--- src/rtl/axis_burst_split.sv ---
// AXI-Stream burst splitter: cuts packets into chunks of at most length_i beats,
// marking chunk ends on m_tlast and true packet ends on m_tend, via a skid-buffered output.
module axis_burst_split #(
  parameter int WIDTH  = 8,
  parameter int MAXLEN = 64,
  parameter int BYPASS = 0,
  localparam int LBITS = $clog2(MAXLEN + 1)
) (
  input  logic             clock,
  input  logic             reset,
  input  logic             enable_i,
  input  logic [LBITS-1:0] length_i,
  output logic             busy_o,
  output logic             chunk_o,
  input  logic             s_tvalid,
  output logic             s_tready,
  input  logic             s_tlast,
  input  logic [WIDTH-1:0] s_tdata,
  output logic             m_tvalid,
  input  logic             m_tready,
  output logic             m_tlast,
  output logic             m_tend,
  output logic [WIDTH-1:0] m_tdata
);

  generate
    if (BYPASS != 0) begin : g_bypass
      assign m_tvalid = s_tvalid;
      assign m_tdata  = s_tdata;
      assign m_tlast  = s_tlast;
      assign m_tend   = s_tlast;
      assign s_tready = m_tready;
      assign busy_o   = 1'b0;
      assign chunk_o  = 1'b0;
    end else begin : g_split
      // Beat word layout: {data, chunk_end, packet_end}
      logic [WIDTH+1:0] out_reg, out_next, skid_reg, skid_next, beat;
      logic             out_valid_reg, out_valid_next;
      logic             skid_valid_reg, skid_valid_next;
      logic [LBITS-1:0] cnt_reg, cnt_next, cnt_val, len_eff;
      logic             bnd_reg, bnd_next;
      logic             busy_reg, busy_next;
      logic             ready_reg, ready_next;
      logic             chunk_reg, chunk_next;
      logic             accept, beat_end, load_out;

      always_comb begin
        len_eff = (length_i == '0 || length_i > LBITS'(MAXLEN)) ? LBITS'(MAXLEN) : length_i;
        cnt_val = bnd_reg ? (len_eff - LBITS'(1)) : (cnt_reg - LBITS'(1));
        beat_end = (cnt_val == '0) || s_tlast;
        beat     = {s_tdata, beat_end, s_tlast};
        accept   = s_tvalid && ready_reg;
        load_out = !out_valid_reg || m_tready;

        cnt_next        = cnt_reg;
        bnd_next        = bnd_reg;
        busy_next       = busy_reg;
        out_next        = out_reg;
        out_valid_next  = out_valid_reg;
        skid_next       = skid_reg;
        skid_valid_next = skid_valid_reg;

        if (accept) begin
          cnt_next  = cnt_val;
          bnd_next  = beat_end;
          busy_next = !beat_end;
        end

        // Skid beat is older than any source beat, so it always drains first.
        if (load_out) begin
          if (skid_valid_reg) begin
            out_next        = skid_reg;
            out_valid_next  = 1'b1;
            skid_valid_next = accept;
            if (accept) skid_next = beat;
          end else if (accept) begin
            out_next       = beat;
            out_valid_next = 1'b1;
          end else begin
            out_valid_next = 1'b0;
          end
        end else if (accept) begin
          skid_next       = beat;
          skid_valid_next = 1'b1;
        end

        // Ready looks at next-state so it is never high while the skid holds a beat.
        ready_next = !skid_valid_next && !(bnd_next && !enable_i);
        chunk_next = out_valid_reg && m_tready && out_reg[1];
      end

      always_ff @(posedge clock or posedge reset) begin
        if (reset) begin
          out_reg        <= '0;
          out_valid_reg  <= 1'b0;
          skid_reg       <= '0;
          skid_valid_reg <= 1'b0;
          cnt_reg        <= '0;
          bnd_reg        <= 1'b1;
          busy_reg       <= 1'b0;
          ready_reg      <= 1'b0;
          chunk_reg      <= 1'b0;
        end else begin
          out_reg        <= out_next;
          out_valid_reg  <= out_valid_next;
          skid_reg       <= skid_next;
          skid_valid_reg <= skid_valid_next;
          cnt_reg        <= cnt_next;
          bnd_reg        <= bnd_next;
          busy_reg       <= busy_next;
          ready_reg      <= ready_next;
          chunk_reg      <= chunk_next;
        end
      end

      assign m_tvalid = out_valid_reg;
      assign m_tdata  = out_reg[WIDTH+1:2];
      assign m_tlast  = out_reg[1];
      assign m_tend   = out_reg[0];
      assign s_tready = ready_reg;
      assign busy_o   = busy_reg;
      assign chunk_o  = chunk_reg;
    end
  endgenerate

endmodule

--- config.mk ---
export PLATFORM = sky130hd
export DESIGN_NAME = axis_burst_split
export DESIGN_NICKNAME = d
export VERILOG_FILES = /design/src/rtl/axis_burst_split.sv
export SDC_FILE = /design/constraint.sdc
export NUM_CORES = 1
export LEC_CHECK = 0
export CAP_MARGIN = 25
export CORE_MARGIN = 5
export CORE_UTILIZATION = 40
export CTS_CLUSTER_DIAMETER = 100
export CTS_CLUSTER_SIZE = 30
export DETAILED_ROUTE_END_ITERATION = 7
export MAX_ROUTING_LAYER = met4
export PLACE_DENSITY_LB_ADDON = 0.3
export RECOVER_POWER = 100
export SLEW_MARGIN = 10
export SYNTH_ARGS = -nofsm -noshare
export SYNTH_HDL_FRONTEND = slang
export SYNTH_SLANG_ARGS = --single-unit
--- constraint.sdc ---
create_clock -name clock -period 2.35 [get_ports clock]
set_input_delay 0.47 -clock clock [delete_from_list [all_inputs] [get_ports clock]]
set_output_delay 0.47 -clock clock [all_outputs]
set_load 0.01 [all_outputs]
Word level (Yosys, flattened, before mapping). Cells that the tools add are included.

Flip-flop bits (word level): 33. Latch bits: 0. Memory bits (writable): 0. Memory bits (read-only): 0. Input bits: 21. Output and inout bits: 14. Word-level logic and storage cells: 43. Memories: 0.

Add/subtract/negate cells: 2. Multipliers: 0. Divide/modulo/power cells: 0. Magnitude comparators: 1. Eq/ne operators: 1. Shift operators: 0. Multiplexer cells: 13. Bitwise operators: 0. Reductions and logical operators: 17.

Operator list (count): $mux W10 (5); $logic_not A7 Y1 (2); $mux W7 (2); $sub A7 B1 Y7 const B (2); $gt A7 B7 Y1 const B (1); $mux W1 (6); $logic_and A1 B1 Y1 (5); $logic_not A1 Y1 (5); $logic_or A1 B1 Y1 (3); $ne A2 B2 Y1 const B (1); $reduce_and A2 Y1 (1); $reduce_bool A2 Y1 (1).

Depth between registers and ports, before layout. Gate-level depths: netlist of run 1.

Depth in word-level cells: 11. Mapped depth: 10. Mapped depth without buffers: 8.

Worst setup path after synthesis of run 1. Ideal clock, no wire load.

Path kind: register -> register. From: register g_split.bnd_reg. To: register g_split.busy_reg, in the netlist busy_o. Library setup time: 121 ps. Data arrival time: 2301 ps. Required time: 2229 ps. Path slack: -72 ps. Cell stages (with the launch flop): 11. Buffers on the path: 2. Clock period less this slack: 2422 ps. Cells stage by stage: dfstp_2 -> buf_6 -> buf_2 -> inv_1 -> nor3b_1 -> a21oi_1 -> ha_1 -> and2_1 -> a2111oi_4 -> nand4_2 -> a22o_1.

Longest elaborated chain between the ends: 4.

RTL lines: from (decl) (RTL line 41) `logic bnd_reg, bnd_next;`; from (signal assigned) (RTL line 109) `bnd_reg <= bnd_next;`; $mux W7 (RTL line 49) `cnt_val = bnd_reg ? (len_eff - LBITS'(1)) : (cnt_reg - LBITS'(1));`; via g_split.cnt_val[0] (RTL line 40) `logic [LBITS-1:0] cnt_reg, cnt_next, cnt_val, len_eff;`; $logic_not A7 Y1 (RTL line 50) `beat_end = (cnt_val == '0) || s_tlast;`; $logic_or A1 B1 Y1 (RTL line 50); $logic_not A1 Y1 (RTL line 66) `busy_next = !beat_end;`; to (signal assigned) (RTL line 110) `busy_reg <= busy_next;`; to (decl) (RTL line 42) `logic busy_reg, busy_next;`.

The timed path passes the listed nets, and every way through them passes these cells. A chain may end at the register's enable or synchronous reset.

Final worst setup path of run 1.
From: input length_i[0]. To: register g_split.busy_reg, in the netlist busy_o.

Longest elaborated chain between the ends: 8. Elaborated cells between the ends (all ways): 9. Those cells by class: add/sub: 1; order compare: 1; mux: 2; reduce/logical: 5.

RTL lines: from (decl) (RTL line 12) `input logic [LBITS-1:0] length_i,`; $gt A7 B7 Y1 or $logic_not A7 Y1 (tied branches) (RTL line 48) `len_eff = (length_i == '0 || length_i > LBITS'(MAXLEN)) ? LBITS'(MAXLEN) : length_i;`; $logic_or A1 B1 Y1 (RTL line 48); $mux W7 (*) (RTL line 48); $sub A7 B1 Y7 (*) (RTL line 49); $mux W7 (*) (RTL line 49); via g_split.cnt_val[0] (RTL line 40); $logic_not A7 Y1 (*) (RTL line 50); $logic_or A1 B1 Y1 (*) (RTL line 50); $logic_not A1 Y1 (*) (RTL line 66).

Mark *: on every way through the listed nets, which the timed path passes. The rest lies on a longest branch.

==> flow_metrics.tcl, run 1 <==
set metrics [dict create \
    crit_path_end_kind "flop" \
    synth_edf_count 0 \
    irDropWorstVdd_mv 0.585 \
    startpoint "length_i[0]" \
    maxSlewViolCount 0 \
    grt_util_all_layers_pct 14.6 \
    io_buffer_count 34 \
    min_from "g_split.cnt_reg[6]" \
    fin_crit_ns 2.26 \
    place.gp.congestion 0.828 \
    p_leak_nw 0.926 \
    setup_tns_ns 0 \
    path_cells "clkdlybuf4s50_1 > nor3b_2 > a21oi_1 > ha_2 > and4bb_1 > a2111oi_4 > nand4_2 > a22o_1" \
    grt_start_max_net_pins 34 \
    ys_top_cells_by_count "dfrtp_1, nor2_1, a21oi_1" \
    cp-start-kind "input pin" \
    h-tree-depth 2 \
    diodes 0 \
    stdcell_area_um2 2320 \
    synthTopCellsByArea "dfrtp_1, mux2_2, mux2i_1" \
    vias_per_cell 5.33 \
    yosys.area.top_type "dfrtp_1" \
    period_share_pct 96.1 \
    max_cap_violations 0 \
    num_rows 24 \
    drive_above_1_share_pct 17.8 \
    max_freq_mhz 443 \
    dpl.hpwl_mm 2.84 \
    fin_ws_ns 0.0919 \
    drc 0 \
    core_um2 4320 \
    avgSynthCellArea_um2 10.4 \
    nFillCells 410 \
    vias 1418 \
    grt_pass1_vias 1448 \
    rsz0062_at_grt "false" \
    min_path_type "flop to flop" \
    cts_tree "yes" \
    synth_area_um2 1780 \
    crit_buf_inv 1 \
    seq_area_um2 827 \
    cts.reportedPaths.clkPinSlew_ns 0.08 \
    hold_violations 0 \
    synth.top_cell.area_share_pct 45.0 \
    grt-ovfl-total 0 \
    finalClockSkew_ns 0.00612 \
    yosys_warnings 0 \
    max_slew_margin_pct 23.0 \
    cp_top_family "compound AO/OA/AOI/OAI gates" \
    ys_seq_elements 33 \
    crit_type "input pin to flop" \
    multiInputGateArea_um2 901 \
    seq_area_frac_synth_pct 46.5 \
    die_x_um 76.7 \
    post-route-util_pct 53.7 \
    start_util_pct 41.1 \
    antenna_found_initial 0 \
    antenna_left 0 \
    dieHeight_um 76.7 \
    drt_iter0_markers 50 \
    synth_cell_types 49 \
    arrival_ns 2.44 \
    status "complete, no violations" \
    cts_root_buf "clkbuf_8" \
    synthToLayoutAreaGrowth_pct 30.5 \
    path_max_fanout 7 \
    drtPass1Iterations 4 \
    power.density_nw_per_um2 1250 \
    final_cell_count_no_fill 266 \
    io_pins 35 \
    tightest_slew_ns 1.15 \
    wl_per_cell_um 14.6 \
    critPathRequiredTime_ns 2.53 \
    finalSetupViolations 0 \
    postRouteWirelength_mm 3.90 \
    crit_slowest_cell "clkdlybuf4s50_1" \
    cts_buffers 5 \
    dieArea_um2 5880 \
    final_nets 235 \
    crit_path_max_incr_delay_ns 0.41 \
    synth_ff_type "dfrtp_1" \
    grt_first_pass_wirelength_mm 6.86 \
    yosysMostFrequentCell "dfrtp_1" \
    dp_cells 258 \
    synth_nets 193 \
    place_area_um2 2210 \
    worstReg2RegStart "g_split.bnd_reg" \
    clockBufferDepth 2 \
    pre_cts_ws_ns -0.388 \
    cts.sinks 33 \
    worstSkewPairLatency_ns 0.28 \
    syn-instance-count 171 \
    synth-async-reset-ratio_pct 100 \
]
cell usage in the layout (no fill, tap or decap), types with 2 or more instances in the layout:
cell and count:
a211oi_1 2, a21oi_1 14, a22oi_1 2, a31oi_1 2, and3_1 2, buf_4 6, clkbuf_1 3, clkbuf_8 6
clkdlybuf4s50_1 16, dfrtp_1 32, dlygate4sd3_1 17, mux2_2 12, mux2i_1 9, nand2_1 8, nand2b_1 2, nand3_1 3
nand3b_1 2, nor2_1 19, nor2b_1 6, nor3_1 3, nor3b_1 6, o21ai_0 7
per-stage QoR:
stage	hold WS [ns]	total power [mW]
2_1_floorplan	0.445	1.93
3_3_place_gp	0.464	2.39
3_5_place_dp	0.467	2.41
4_1_cts	0.483	3.00
5_1_grt	0.516	3.12
6_report	0.476	2.90
final cells by class:
type                       instances  share of cell area [%]
clock buffer                       6                    3.56
inverter                           2                   0.323
clock inverter                     2                    1.62
tap                               52                    2.80
timing repair buffer              44                    17.3
multi-input combinational        127                    38.8
sequential                        33                    35.6
final timing paths:
kind	to	slack, ns	depth (start not counted)
min	g_split.cnt_reg[6]	0.48	2
max in group asynchronous	g_split.out_reg[4]	0.95	3
min reg2reg	g_split.cnt_reg[6]	0.48	2
max reg2reg	busy_o	0.16	8
max	busy_o	0.09	8
min in group asynchronous	g_split.cnt_reg[6]	0.86	3
repair_timing:
item | in CTS | in global routing
setup buffers | 0 | 0
hold buffers | 0 | 0
resized for setup | 2 | 1
pin swaps | 3 | 2
endpoints found under the setup margin | 3 | 4
worst register-to-register path, cell delays in order (launching register included):
cell and delay (ns):
dfstp_2 0.54, inv_2 0.07, nor3b_2 0.15, a21oi_1 0.08
ha_2 0.23, nor3b_1 0.17, a2111oi_4 0.40, nand4_2 0.20
a22o_1 0.24
per-layer routing:
layer	GRT usage [%]	vias up	part of all wire (%)
met5	-	-	0
li1	-	708	-
met1	18.1	664	45
met3	5.62	9	5.1
met2	21.7	37	47
met4	5.24	0	2.0
power breakdown:
group | total (mW) | internal (mW) | switching (mW)
Clock | 0.570 | 0.345 | 0.225
Combinational | 1.28 | 0.660 | 0.617
Sequential | 1.05 | 0.853 | 0.195
Total | 2.90 | 1.86 | 1.04
cell families after synthesis:
logic type	Yosys count	share of synthesized area, %
compound gates	40	16.0
xor+xnor	1	0.492
fa+ha+maj	1	0.703
buf+inv	11	3.16
flops	33	46.5
mux	21	12.7
simple gates	64	20.5
Note: power is estimated with default switching activity, not from simulation.
==> inputs of run 2 (changes only) <==
--- a/config.mk
+++ b/config.mk
@@ -5,7 +5,7 @@
 export SDC_FILE = /design/constraint.sdc
 export NUM_CORES = 1
 export LEC_CHECK = 0
-export CAP_MARGIN = 25
+export CAP_MARGIN = 20
 export CORE_MARGIN = 5
 export CORE_UTILIZATION = 40
 export CTS_CLUSTER_DIAMETER = 100
==> results of run 2 <==
Same layout as run 1: the final DEF is identical, and so are final timing and power.
